==> config.mk <==
export PLATFORM = sky130hd
export DESIGN_NAME = pixel_plot_writer_flat
export DESIGN_NICKNAME = d
export VERILOG_FILES = /design/src/rtl/pixel_plot_writer_pkg.sv /design/src/rtl/pixel_plot_writer_if.sv /design/src/rtl/pixel_plot_writer_sync_fifo.sv /design/src/rtl/pixel_plot_writer.sv /design/src/flat_wrapper.sv
export SDC_FILE = /design/constraint.sdc
export NUM_CORES = 1
export LEC_CHECK = 0
export CORE_AREA = 2 2 133 135
export CTS_BUF_LIST = sky130_fd_sc_hd__clkbuf_16
export DETAILED_ROUTE_END_ITERATION = 8
export DIE_AREA = 0 0 135 137
export MAX_ROUTING_LAYER = met4
export PLACE_DENSITY = 0.67
export RECOVER_POWER = 50
export SETUP_SLACK_MARGIN = 0.3
export SLEW_MARGIN = 25
export SYNTH_ARGS = -nofsm -noshare
export SYNTH_HDL_FRONTEND = slang
export SYNTH_HIERARCHICAL = 1
export SYNTH_SLANG_ARGS = --single-unit
export TNS_END_PERCENT = 50
==> constraint.sdc <==
create_clock -name clk -period 4.3 [get_ports clk]
set_input_delay 0.86 -clock clk [delete_from_list [all_inputs] [get_ports clk]]
set_output_delay 0.86 -clock clk [all_outputs]
set_load 0.01 [all_outputs]
==> src/rtl/pixel_plot_writer_pkg.sv <==
// Shared constants and types for the pixel plot writer: frame geometry,
// derived frame-buffer address width, FIFO entry layout and address helper.
package pixel_plot_writer_pkg;

  localparam int XRES      = 160;
  localparam int YRES      = 120;
  localparam int COLW      = 3;
  localparam int UBYTE_W   = 8;
  localparam int NPIX      = XRES * YRES;
  localparam int ADDRW     = $clog2(NPIX);
  localparam int DEPTH     = 8;
  localparam int LVLW      = $clog2(DEPTH) + 1;

  localparam logic [ADDRW-1:0] LAST_ADDR = ADDRW'(NPIX - 1);

  typedef struct packed {
    logic [ADDRW-1:0] addr;
    logic [COLW-1:0]  color;
  } pix_entry_t;

  localparam int ENTRY_W = $bits(pix_entry_t);

  // Linear address y*XRES + x, kept to ADDRW bits so the multiplier never widens.
  function automatic logic [ADDRW-1:0] pixel_addr(input logic [UBYTE_W-1:0] x,
                                                  input logic [UBYTE_W-1:0] y);
    return ADDRW'(y) * ADDRW'(XRES) + ADDRW'(x);
  endfunction

endpackage

==> src/rtl/pixel_plot_writer_if.sv <==
// Pixel stream in and frame-buffer write port out, bundled for the writer.
interface pixel_plot_writer_if;
  import pixel_plot_writer_pkg::*;

  // Renderer side: a pixel is offered whenever plot=1 (no back-pressure, drops
  // are reported via flags). RAM side: memWe is a single-cycle write strobe that
  // is only issued in the cycle after memReady was seen high with data queued.
  logic               plot;
  logic [UBYTE_W-1:0] x;
  logic [UBYTE_W-1:0] y;
  logic [COLW-1:0]    color;
  logic               memReady;
  logic               memWe;
  logic [ADDRW-1:0]   memAddr;
  logic [COLW-1:0]    memData;

  modport master (output plot, x, y, color, memReady,
                  input  memWe, memAddr, memData);
  modport slave  (input  plot, x, y, color, memReady,
                  output memWe, memAddr, memData);

endinterface

==> src/rtl/pixel_plot_writer_sync_fifo.sv <==
// Synchronous FIFO with occupancy count; push and pop may coincide, even when
// full, because the slot being vacated is the one the write pointer reuses.
module pixel_plot_writer_sync_fifo #(
    parameter int W     = 18,
    parameter int DEPTH = 8
) (
    input  logic                     clk,
    input  logic                     resetn,
    input  logic                     push_i,
    input  logic                     pop_i,
    input  logic [W-1:0]             wdata_i,
    output logic [W-1:0]             rdata_o,
    output logic                     full_o,
    output logic                     empty_o,
    output logic [$clog2(DEPTH):0]   level_o
);
    localparam int PW = $clog2(DEPTH);
    localparam logic [PW-1:0] PTR_ONE = PW'(1);
    localparam logic [PW:0]   LVL_ONE = (PW+1)'(1);

    logic [W-1:0]  mem_q [DEPTH];
    logic [PW-1:0] wr_ptr_q, rd_ptr_q;
    logic [PW:0]   level_q;

    always_ff @(posedge clk) begin
        if (push_i) mem_q[wr_ptr_q] <= wdata_i;
    end

    // Pointers wrap naturally because DEPTH is a power of two.
    always_ff @(posedge clk) begin
        if (!resetn) begin
            wr_ptr_q <= '0;
            rd_ptr_q <= '0;
            level_q  <= '0;
        end else begin
            if (push_i) wr_ptr_q <= wr_ptr_q + PTR_ONE;
            if (pop_i)  rd_ptr_q <= rd_ptr_q + PTR_ONE;
            case ({push_i, pop_i})
                2'b10:   level_q <= level_q + LVL_ONE;
                2'b01:   level_q <= level_q - LVL_ONE;
                default: level_q <= level_q;
            endcase
        end
    end

    assign rdata_o = mem_q[rd_ptr_q];
    assign full_o  = (level_q == (PW+1)'(DEPTH));
    assign empty_o = (level_q == '0);
    assign level_o = level_q;

endmodule

==> src/rtl/pixel_plot_writer.sv <==
// Buffers renderer pixels, converts (x, y) to a linear address and drains them
// into the frame-buffer RAM, reporting frame completion, drops and range errors.
module pixel_plot_writer
    import pixel_plot_writer_pkg::*;
(
    input  logic                  clk,
    input  logic                  resetn,
    pixel_plot_writer_if.slave    bus,
    input  logic                  enable_i,
    input  logic                  clearFlags_i,
    output logic                  frameDone_o,
    output logic                  overflow_o,
    output logic                  rangeErr_o,
    output logic [LVLW-1:0]       fifoLevel_o
);
    logic             in_range, push, pop, full, empty;
    logic             drop_range, drop_full;
    pix_entry_t       wentry, head;
    logic [ENTRY_W-1:0] head_raw;

    logic             mem_we_q, frame_done_q;
    logic [ADDRW-1:0] mem_addr_q;
    logic [COLW-1:0]  mem_data_q;
    logic             overflow_q, overflow_d;
    logic             range_err_q, range_err_d;

    assign in_range   = (bus.x < UBYTE_W'(XRES)) && (bus.y < UBYTE_W'(YRES));
    assign pop        = enable_i && !empty && bus.memReady;
    assign push       = enable_i && bus.plot && in_range && (!full || pop);
    assign drop_range = enable_i && bus.plot && !in_range;
    assign drop_full  = enable_i && bus.plot && in_range && full && !pop;

    assign wentry.addr  = pixel_addr(bus.x, bus.y);
    assign wentry.color = bus.color;
    assign head         = pix_entry_t'(head_raw);

    pixel_plot_writer_sync_fifo #(.W(ENTRY_W), .DEPTH(DEPTH)) u_fifo (
        .clk     (clk),
        .resetn  (resetn),
        .push_i  (push),
        .pop_i   (pop),
        .wdata_i (wentry),
        .rdata_o (head_raw),
        .full_o  (full),
        .empty_o (empty),
        .level_o (fifoLevel_o)
    );

    // A new error in the same cycle as clearFlags wins; enable=0 freezes flags.
    always_comb begin
        overflow_d  = overflow_q;
        range_err_d = range_err_q;
        if (enable_i) begin
            if (clearFlags_i) begin
                overflow_d  = 1'b0;
                range_err_d = 1'b0;
            end
            if (drop_full)  overflow_d  = 1'b1;
            if (drop_range) range_err_d = 1'b1;
        end
    end

    always_ff @(posedge clk) begin
        if (!resetn) begin
            mem_we_q     <= 1'b0;
            frame_done_q <= 1'b0;
            mem_addr_q   <= '0;
            mem_data_q   <= '0;
            overflow_q   <= 1'b0;
            range_err_q  <= 1'b0;
        end else begin
            mem_we_q     <= pop;
            frame_done_q <= pop && (head.addr == LAST_ADDR);
            if (pop) begin
                mem_addr_q <= head.addr;
                mem_data_q <= head.color;
            end
            overflow_q   <= overflow_d;
            range_err_q  <= range_err_d;
        end
    end

    assign bus.memWe   = mem_we_q;
    assign bus.memAddr = mem_addr_q;
    assign bus.memData = mem_data_q;
    assign frameDone_o = frame_done_q;
    assign overflow_o  = overflow_q;
    assign rangeErr_o  = range_err_q;

endmodule

==> src/flat_wrapper.sv <==
// flat-port wrapper written by rule: the top's interface ports become plain ports
module pixel_plot_writer_flat import pixel_plot_writer_pkg::*;
  (clk, resetn, enable_i, clearFlags_i, frameDone_o, overflow_o, rangeErr_o, fifoLevel_o, bus_plot, bus_x, bus_y, bus_color, bus_memReady, bus_memWe, bus_memAddr, bus_memData);
  pixel_plot_writer_if bus_i ();
  input  logic clk;
  input  logic resetn;
  input  logic enable_i;
  input  logic clearFlags_i;
  output logic frameDone_o;
  output logic overflow_o;
  output logic rangeErr_o;
  output logic [LVLW-1:0] fifoLevel_o;
  input wire logic [$bits(bus_i.plot)-1:0] bus_plot;
  input wire logic [$bits(bus_i.x)-1:0] bus_x;
  input wire logic [$bits(bus_i.y)-1:0] bus_y;
  input wire logic [$bits(bus_i.color)-1:0] bus_color;
  input wire logic [$bits(bus_i.memReady)-1:0] bus_memReady;
  output wire logic [$bits(bus_i.memWe)-1:0] bus_memWe;
  output wire logic [$bits(bus_i.memAddr)-1:0] bus_memAddr;
  output wire logic [$bits(bus_i.memData)-1:0] bus_memData;
  assign bus_i.plot = bus_plot;
  assign bus_i.x = bus_x;
  assign bus_i.y = bus_y;
  assign bus_i.color = bus_color;
  assign bus_i.memReady = bus_memReady;
  assign bus_memWe = bus_i.memWe;
  assign bus_memAddr = bus_i.memAddr;
  assign bus_memData = bus_i.memData;
  pixel_plot_writer u_core (.clk(clk), .resetn(resetn), .bus(bus_i), .enable_i(enable_i), .clearFlags_i(clearFlags_i), .frameDone_o(frameDone_o), .overflow_o(overflow_o), .rangeErr_o(rangeErr_o), .fifoLevel_o(fifoLevel_o));
endmodule
==> summary by stage <==
Timing
Setup violations remaining at the end of the flow were counted as 0. The smallest clock period supported by the final layout is computed as around 3700 ps. The total count of hold-check failures in the final report is 0. At the pin with the least slew margin, the transition time is about 1000 ps.

Setup repair after global routing left no endpoint under its margin. The setup total negative slack is 0 ps. The relative max-transition margin is around 30%. The final critical path takes up 85.3% of the cycle.

Clock skew on the completed layout was measured at roughly 6.6 ps. The achievable clock frequency is ~270 MHz. The max-slew violation count is 0.

Setup path
The critical path ends at u_core/u_fifo/level_o[2]. The cell with the largest stage delay on the worst path is sky130_fd_sc_hd__dlygate4sd3_1. The nature of the critical path endpoint is a flip-flop. The path type of the worst setup path is input pin to flip-flop. The number of cells on the worst reg-to-reg path is 11. The origin of the critical flop-to-flop path is u_core/u_fifo/level_o[1].

The startpoint of the worst setup timing path is enable_i. The critical path launch point type is an input pin. The end of the worst register-to-register path is u_core/u_fifo/level_o[2].

The worst path required time is approximately 4600 ps. The maximum single-stage delay on the critical path is roughly 590 ps. Along the worst path, the maximum fanout reaches 21. The signal arrival time at the worst endpoint is 4010 ps. In this run the register-to-register setup slack is approximately 970 ps. Walking the worst path, the cells encountered are dlygate4sd3_1 -> nand2_1 -> or2_0 -> a211oi_1 -> inv_1 -> ha_1 -> xor2_1 -> ha_1 -> a21oi_1 -> xor2_1 -> or3_1 -> a21boi_0.

Global route
The wire length of the first global-routing pass is approximately 23 mm. Summed over all layers, the global routing overflow is 0. The total routing resource utilization after global routing is between 10% and 20%. The number of antenna violations at the first check in global routing is 0. The largest net degree at the start of global routing is 34.

The via count of the first global-routing pass was 4,189.

Worst hold path
The min-delay analysis places its worst path in the category flip-flop to flip-flop.

Synth
A synthesized cell averages approximately 17 um2. Yosys mapped a number of flops with a built-in enable equal to between 100 and 150. The post-synthesis sequential area ratio is between 60% and 70%. sky130_fd_sc_hd__edfxtp_1 takes more of the synthesized area than any other cell. In the synthesized netlist the async set-or-reset flop fraction comes to 0%.

Yosys attributes the largest share of cell area to sky130_fd_sc_hd__edfxtp_1 57%, sky130_fd_sc_hd__mux4_1 12%, sky130_fd_sc_hd__dfxtp_1 9.2%. In this run the cell area of the synthesized design comes to between 7000 and 8000 um2. After synthesis the netlist holds a flip-flop and latch count of 179. The most repeated cell in the gate-level netlist after synthesis is sky130_fd_sc_hd__edfxtp_1. The cell count after synthesis is 446. The net count after synthesis is between 400 and 500. The prevailing post-synth register cell is sky130_fd_sc_hd__edfxtp_1.

After synthesis, the most frequently instantiated cells are 144 x sky130_fd_sc_hd__edfxtp_1, 48 x sky130_fd_sc_hd__nand2_1, 36 x sky130_fd_sc_hd__mux4_1. Of the post-synthesis cell area, the dominant cell type holds between 50% and 60%. Yosys printed 6 warnings. In this run, distinct cell masters in the synthesized netlist total between 40 and 50.

Floorplanning
The die height is 137 um. The total number of placement rows is 48. The die area is around 18,000 um2.

The initial standard-cell utilization of the core is between 40% and 50%. The core region is 17,100 um2. In this run the horizontal extent of the chip is 135 um. In this run the count of I/O pins placed on the die edge is between 50 and 60.

Clock tree
In this run, post-CTS hold repair placed 0 buffers. TritonCTS built the clock tree. The number of H-tree branching levels is 4. The count of cells resized by post-cts repair is 0. Counting every sink on the clock net gives about 180. The clock-pin slew reported for the worst setup and hold paths after clock tree synthesis is approximately 60 ps. The source-to-sink clock delay at the later pin of the worst-skew pair is 420 ps. The count of buffers added by post-CTS timing repair for setup is 0.

The root buffer cell chosen for the clock tree is sky130_fd_sc_hd__clkbuf_16. The maximum count of clock buffers along a single path is 2. The number of clock buffers inserted by TritonCTS is 17.

Finish
The net count of the finished layout is about 560. Counting the fill cells in the layout gives about 1,400. Across the whole layout, storage elements account for between 5000 and 6000 um2. The final instance area is 8990 um2. The area growth from synthesis to final layout is 18.3%. The filler-free cell count of the finished design is about 750. Cells fill 52.7% of the core in the end. Summing all multi-input logic gate instances after layout gives between 2000 and 2500 um2.

The number of antenna diodes in the final layout is 0. The proportion of layout cells with a drive suffix above 1 is 12.9%.

Placement
After legalization and detailed placement, the total HPWL measured 9.56 mm. The count of buffers inserted at the top-level ports is 50. The post-placement cell area is about 8400 um2. The post-placement cell count is roughly 720. The global placer's final weighted congestion is between 0.7 and 0.8.

Drt
The first detailed-routing pass took 4 iterations. The average wire length per cell after detail routing is between 15 and 20 um. The detailed router placed 4,013 vias in this run.

Dividing the detail-routed via count by the number of cells gives 5.32. The final wirelength is ~15 mm. The number of routed nets with antenna violations is 0. In this run, the number of DRC markers left after iteration 0 of detailed routing was between 200 and 300. In the routed design, unresolved DRC markers number 0.

Pwr
Summed over all cells, the static leakage comes to ~3 nW. For this design the ratio of total power to cell area is between 400 and 500 nW/um2. Across the VDD grid, the largest voltage drop is approximately 0.31 mV. The total power draw is about 3.7 mW.

Run
Max-cap violations in this run came to 0.

Status
The flow ran to the end, and the final reports show no timing, DRC or antenna violations.
through the flow:
stage                     hold WS, ps  setup WS (ps)
after floorplan                   488            423
after global placement            457            578
after detailed placement          463            419
after CTS                         472            853
after global routing              489            348
final                             461            632
cells in the final DEF (no fill, tap or decap), types with 3 or more instances in the layout:
cell                              instances
sky130_fd_sc_hd__clkinv_2                 3
sky130_fd_sc_hd__clkbuf_16               17
sky130_fd_sc_hd__a21oi_1                  6
sky130_fd_sc_hd__mux2_2                  18
sky130_fd_sc_hd__nor2b_1                  6
sky130_fd_sc_hd__xor2_1                   7
sky130_fd_sc_hd__nand2_1                 48
sky130_fd_sc_hd__mux2i_1                  4
sky130_fd_sc_hd__o21ai_0                  5
sky130_fd_sc_hd__dlygate4sd3_1           37
sky130_fd_sc_hd__edfxtp_1               144
sky130_fd_sc_hd__clkinvlp_4               3
sky130_fd_sc_hd__and2_0                   4
sky130_fd_sc_hd__ha_1                    20
sky130_fd_sc_hd__nand2b_1                 5
sky130_fd_sc_hd__xnor2_1                 11
sky130_fd_sc_hd__a21boi_0                19
sky130_fd_sc_hd__nor2_1                  17
sky130_fd_sc_hd__clkdlybuf4s50_1         13
sky130_fd_sc_hd__inv_1                   10
sky130_fd_sc_hd__clkbuf_1                 4
sky130_fd_sc_hd__dfxtp_2                  3
sky130_fd_sc_hd__mux4_1                  36
sky130_fd_sc_hd__dfxtp_1                 32
sky130_fd_sc_hd__buf_4                   12
kinds of logic after synthesis:
family / synth area share [%]
mux: 15.6
simple gates: 6.51
compound gates: 4.00
flops: 66.1
fa+ha+maj: 3.82
xor+xnor: 2.08
buf+inv: 1.81
state kept, by name (all words and copies together), names as in the netlist, named ones only:
register                count
u_core/u_fifo/wr_ptr_q      3
u_core/rangeErr_o           1
u_core/overflow_o           1
u_core/bus.memData          3
u_core/bus.memWe            1
u_core/frameDone_o          1
u_core/u_fifo/level_o       4
u_core/u_fifo/rd_ptr_q      3
u_core/u_fifo/mem_q       144
u_core/bus.memAddr         15
worst min-delay path by stage:
stage                           startpoint                     end  slack, ps  cells after the start
finish               u_core/bus.memAddr[2]   u_core/bus.memAddr[2]        460                      2
global route         u_core/bus.memData[1]   u_core/bus.memData[1]        490                      2
CTS                  u_core/bus.memAddr[2]   u_core/bus.memAddr[2]        470                      2
detailed placement   u_core/bus.memAddr[2]   u_core/bus.memAddr[2]        460                      2
global placement     u_core/bus.memAddr[0]   u_core/bus.memAddr[0]        460                      2
floorplan           u_core/bus.memAddr[10]  u_core/bus.memAddr[10]        490                      2
worst max-delay path: cells and delay by family:
kind / cells / cell delay [ps]
buffers and inverters: 2 / 700
AO/OA/AOI/OAI: 3 / 750
adder cells (fa/ha/maj): 2 / 470
AND/OR/NAND/NOR: 3 / 960
XOR/XNOR: 2 / 270
final cells by class:
class	instances	area share, %
repair buffers	68	7.18
inverters	9	0.376
flip-flops and latches	179	55.9
clock inverters	15	1.56
well taps	225	3.13
clock buffers	17	4.73
multi-input cells	241	27.1
metal layers:
layer / track usage [%] / wire [um]
met5: - / 0
met4: 4.40 / 165
met3: 4.22 / 898
met2: 29.2 / 7220
met1: 21.3 / 6300
power by group:
| part | switching [mW] | internal [mW] | total (mW) |
|---|---|---|---|
| clock | 0.623 | 0.848 | 1.47 |
| sequential | 0.0137 | 1.93 | 1.95 |
| combinational | 0.161 | 0.116 | 0.278 |
(Power assumes the default switching activity.)
